`config.mk`:
```
export PLATFORM = sky130hd
export DESIGN_NAME = incdec_pipe
export DESIGN_NICKNAME = d
export VERILOG_FILES = /design/src/rtl/incdec_pipe.sv
export SDC_FILE = /design/constraint.sdc
export NUM_CORES = 1
export LEC_CHECK = 0
export CELL_PAD_IN_SITES_DETAIL_PLACEMENT = 0
export CELL_PAD_IN_SITES_GLOBAL_PLACEMENT = 2
export CORE_MARGIN = 2
export CORE_UTILIZATION = 32
export CTS_BUF_LIST = sky130_fd_sc_hd__clkbuf_8
export CTS_CLUSTER_DIAMETER = 40
export DETAILED_ROUTE_END_ITERATION = 12
export MAX_ROUTING_LAYER = met4
export PLACE_DENSITY_LB_ADDON = 0.1
export SYNTH_ARGS = -nofsm -noshare
export SYNTH_HDL_FRONTEND = slang
export SYNTH_SLANG_ARGS = --single-unit
```
`constraint.sdc`:
```
create_clock -name clk -period 5.9 [get_ports clk]
set_clock_uncertainty 0.1 [all_clocks]
set_input_delay 1.475 -clock clk [delete_from_list [all_inputs] [get_ports clk]]
set_output_delay 1.475 -clock clk [all_outputs]
set_load 0.03 [all_outputs]
```
`src/rtl/incdec_pipe.sv`:
```
// Elastic pipelined increment/decrement unit using the XOR-mask method (no adder).
// Define INCDEC_PIPE_SELFCHECK_EN to carry a native +1/-1 reference and raise a sticky fail flag.
module incdec_pipe #(
  parameter int unsigned W      = 32,
  parameter int unsigned STAGES = 2
) (
  input  logic         clk,
  input  logic         rst,
  input  logic         in_vld,
  output logic         in_rdy,
  input  logic [W-1:0] in_a,
  input  logic         in_dec,
  output logic         out_vld,
  input  logic         out_rdy,
  output logic [W-1:0] out_y,
  output logic         out_co,
  output logic         out_zero,
  output logic         fail
);

  localparam int unsigned LAST = STAGES - 1;

  typedef struct packed {
    logic         co;
    logic         zero;
    logic [W-1:0] y;
  } res_t;

  logic [W-1:0]      scan_c;
  logic [W-1:0]      mask_c;
  res_t              res_c;
  logic [STAGES-1:0] adv_c;
  logic              in_fire_c;
  logic [STAGES-1:0] v_q;
  logic [STAGES-1:0] v_d;
  res_t              st_q [STAGES];
  res_t              st_d [STAGES];

  // Decrement scans for the lowest 1, so invert and reuse the increment mask chain.
  always_comb begin
    scan_c    = in_dec ? ~in_a : in_a;
    mask_c    = '0;
    mask_c[0] = 1'b1;
    for (int unsigned i = 1; i < W; i++) begin
      mask_c[i] = mask_c[i-1] & scan_c[i-1];
    end
    res_c.y    = in_a ^ mask_c;
    res_c.co   = &scan_c;
    res_c.zero = ~|res_c.y;
  end

  // A stage advances when its item can leave; the chain starts at the output handshake.
  always_comb begin
    adv_c       = '0;
    adv_c[LAST] = v_q[LAST] & out_rdy;
    for (int i = int'(LAST) - 1; i >= 0; i--) begin
      adv_c[i] = v_q[i] & (~v_q[i+1] | adv_c[i+1]);
    end
  end

  assign in_rdy    = ~rst & (~v_q[0] | adv_c[0]);
  assign in_fire_c = in_vld & in_rdy;

  always_comb begin
    v_d  = v_q;
    st_d = st_q;
    v_d[0] = in_fire_c | (v_q[0] & ~adv_c[0]);
    if (in_fire_c) begin
      st_d[0] = res_c;
    end
    for (int unsigned i = 1; i < STAGES; i++) begin
      v_d[i] = adv_c[i-1] | (v_q[i] & ~adv_c[i]);
      if (adv_c[i-1]) begin
        st_d[i] = st_q[i-1];
      end
    end
  end

  always_ff @(posedge clk or posedge rst) begin
    if (rst) begin
      v_q  <= '0;
      st_q <= '{default: '0};
    end else begin
      v_q  <= v_d;
      st_q <= st_d;
    end
  end

  assign out_vld  = v_q[LAST];
  assign out_y    = st_q[LAST].y;
  assign out_co   = st_q[LAST].co;
  assign out_zero = st_q[LAST].zero;

`ifdef INCDEC_PIPE_SELFCHECK_EN
  localparam int unsigned WR = W + 1;

  logic [W:0] ref_c;
  logic [W:0] ref_q [STAGES];
  logic [W:0] ref_d [STAGES];
  logic       fail_q;
  logic       fail_d;

  // Reference travels in lockstep with the result, using the same advance controls.
  always_comb begin
    ref_c = in_dec ? ({1'b0, in_a} - WR'(1)) : ({1'b0, in_a} + WR'(1));
    ref_d = ref_q;
    if (in_fire_c) begin
      ref_d[0] = ref_c;
    end
    for (int unsigned i = 1; i < STAGES; i++) begin
      if (adv_c[i-1]) begin
        ref_d[i] = ref_q[i-1];
      end
    end
    fail_d = fail_q | (out_vld & out_rdy & ({out_co, out_y} != ref_q[LAST]));
  end

  always_ff @(posedge clk or posedge rst) begin
    if (rst) begin
      ref_q  <= '{default: '0};
      fail_q <= 1'b0;
    end else begin
      ref_q  <= ref_d;
      fail_q <= fail_d;
    end
  end

  assign fail = fail_q;
`else
  assign fail = 1'b0;
`endif

endmodule

```
==> impl_metrics.json <==
{
  "status": "completed",
  "hold_slack_ns": 0.377,
  "die_w_um": 121,
  "layout_min_cycle_time_ns": 4.62,
  "globalplace.congestion": 0.904,
  "dr.pass1.iters": 4,
  "num_rows": 42,
  "seq_area_frac_synth": 0.400,
  "setup.worst_path.start_class": "primary input",
  "synthesis.nets": 497,
  "synthSimpleGateAreaFrac": 0.206,
  "cts_setup_buffers": 0,
  "final_antenna_net_count": 0,
  "grt_pass1_vias": 3174,
  "synth_warnings": 0,
  "synth_top_area_share": 0.400,
  "wl_met3_um": 469,
  "diodes": 0,
  "synth.area.top_cells": "dfrtp_1, mux2_2, buf_4",
  "clkTransAtPathRegs_ns": 0.07,
  "cts.sinks": 70,
  "drv_slew": 0,
  "tritoncts": "built",
  "wl_um": 10500,
  "rsz0062_at_grt": "false",
  "synth_area_per_cell_um2": 9.51,
  "highest_layer": "met4",
  "pin_count": 74,
  "synth_common_cells": "dfrtp_1, nand2_1, mux2_2, o21ai_0, buf_4",
  "hold_path_class": "reg -> reg",
  "synth_edf_count": 0,
  "synth_top_family_by_area": "simple AND/OR/NAND/NOR gates",
  "grt_use_total": 0.159,
  "postSynth.asyncResetShare": 1.00,
  "final_area_um2": 5250,
  "worstMarginPinSlew_ns": 0.887,
  "max_cap_viol_count": 0,
  "synth-adder-area-share": 0,
  "place_area_um2": 4970,
  "critPathRequiredTime_ns": 6.05,
  "clk_latency_ns": 0.36,
  "grt_max_degree": 71,
  "seq_area_um2": 1750,
  "criticalPathCategory": "in -> reg",
  "wl_per_cell_um": 15.8,
  "initial_utilization": 0.329,
  "wl_met2_um": 4450,
  "report.final.hold_viol_count": 0,
  "synth_most_common_cell": "dfrtp_1",
  "drt-initial-drc-count": 179,
  "arrival_ns": 4.77,
  "cts-resized-gates": 0,
  "post-route-period-util": 0.784,
  "crit_fanout": 32,
  "p_total_mw": 1.72,
  "synth_top_area_cell": "dfrtp_1",
  "h-tree-depth": 3,
  "layout-drive-gt1-share": 0.154,
  "synth_cells": 460,
  "grt_pass1_wl_um": 17400,
  "synth_compound_area_frac": 0.131,
  "die_h_um": 121,
  "root_buffer": "clkbuf_8",
  "via_count": 3284,
  "antenna_found_initial": 0,
  "muxShareOfSynthArea": 0.104,
  "synth_seq_cells": 70,
  "multi_input_area_um2": 2220,
  "relSlewSlack": 0.409,
  "drc_errors": 0,
  "power.leakage_nw": 2.08,
  "coreArea_um2": 13300,
  "finalSetupViolCount": 0,
  "endpoint_kind": "flip-flop",
  "syn_area_um2": 4380,
  "synth_xor_area_frac": 0.0640,
  "ir_worst_vdd_v": 0.000128,
  "met1Wirelength_um": 5450,
  "powerDensity_nw_per_um2": 327,
  "via_per_inst": 4.95,
  "n_fill_cell": 1349,
  "fin_setup_tns_ns": 0,
  "clockBufferDepth": 2,
  "synth_flop_cell": "dfrtp_1",
  "synthDistinctLibCells": 66,
  "dieArea_um2": 14600,
  "overflow": 0,
  "postCtsHoldBufs": 0,
  "portBuffers": 72,
  "area_delta_synth_final_pct": 20.0,
  "num-nets-final": 520,
  "hpwlAfterDp_um": 7640,
  "fmax_mhz": 216,
  "cts_inserted_buffers": 9
}
## per-layer routing
| metal | vias to the layer above | global-route usage |
|---|---|---|
| li1 | 1654 | - |
| met5 | - | - |
| met1 | 1542 | 0.227 |
| met2 | 78 | 0.219 |
| met4 | 0 | 0.0501 |
| met3 | 10 | 0.0385 |
## metrics by stage
step | setup slack [ns] | std cells | utilization
2_1_floorplan | 0.932 | 460 | -
3_3_place_gp | 1.00 | 648 | 0.374
3_5_place_dp | 0.928 | 648 | 0.374
4_1_cts | 1.33 | 664 | 0.395
5_1_grt | 1.08 | 664 | 0.395
6_report | 1.28 | 664 | 0.395
## logic make-up (layout without fill, tap and decap cells)
kind of cell | Yosys count | after routing
compound gates | 88 | 88
other cells | 1 | 1
flops | 70 | 70
simple gates | 156 | 156
xor+xnor | 32 | 32
mux | 41 | 41
buf+inv | 72 | 100
## path summary, 6_finish.rpt
kind | from | end | slack (ns) | cells past startpoint
worst max-delay path | in_dec | st_q[61] | 1.28 | 9
worst min-delay path | st_q[59] | st_q[59] | 0.38 | 2
worst max register to register | v_q[1] | st_q[66] | 3.98 | 7
worst min register to register | st_q[59] | st_q[59] | 0.38 | 2
max in group asynchronous | rst | out_y[19] | 3.49 | 3
min in group asynchronous | rst | out_y[2] | 1.63 | 3
## area by class of cell
class / count / area share
Multi-Input combinational cell: 318 / 0.422
Sequential cell: 70 / 0.334
Timing Repair Buffer: 76 / 0.143
Tap cell: 176 / 0.0419
Clock buffer: 11 / 0.0288
Clock inverter: 5 / 0.0245
Inverter: 8 / 0.00572
## placed cells by master, fill, tap and decap left out, types with 3 or more instances in the layout
master,synthesis,final
clkdlybuf4s50_1,0,72
dfrtp_1,70,70
nand2_1,56,55
mux2_2,37,37
o21ai_0,37,37
nor2_1,21,21
xnor2_1,16,16
xor2_1,16,16
nor3_1,13,13
a21oi_1,12,12
clkbuf_8,0,11
nor4_1,10,10
inv_1,8,7
nor2b_1,7,7
and4b_1,6,6
and2_1,5,5
o31a_1,5,5
mux2i_1,4,4
bufinv_16,0,4
buf_4,33,4
nand2b_1,3,3
o21a_1,3,3
nor3b_1,3,3
nand4_1,3,3
nand3_1,3,3
a211oi_1,3,3
a31oi_1,3,3
## flip-flops by register name, indices dropped and copies added (netlist names)
name / flops
out_co: 1
out_zero: 1
v_q: 2
out_y: 32
st_q: 34
## power breakdown
part / internal, mW / leakage, nW / total [mW] / switching [mW]
sequential: 0.587 / 0.859 / 0.639 / 0.0514
clock: 0.347 / 0.140 / 0.539 / 0.192
combinational: 0.242 / 1.08 / 0.537 / 0.296
## worst max-delay path: stages
cell,delay (ns)
clkdlybuf4s50_1,0.79
buf_4,0.42
and3b_1,0.34
a22o_1,0.20
nand4_2,0.37
nor2_2,0.29
or4b_1,0.47
xnor2_1,0.15
mux2_2,0.26
(Power assumes the default switching activity.)
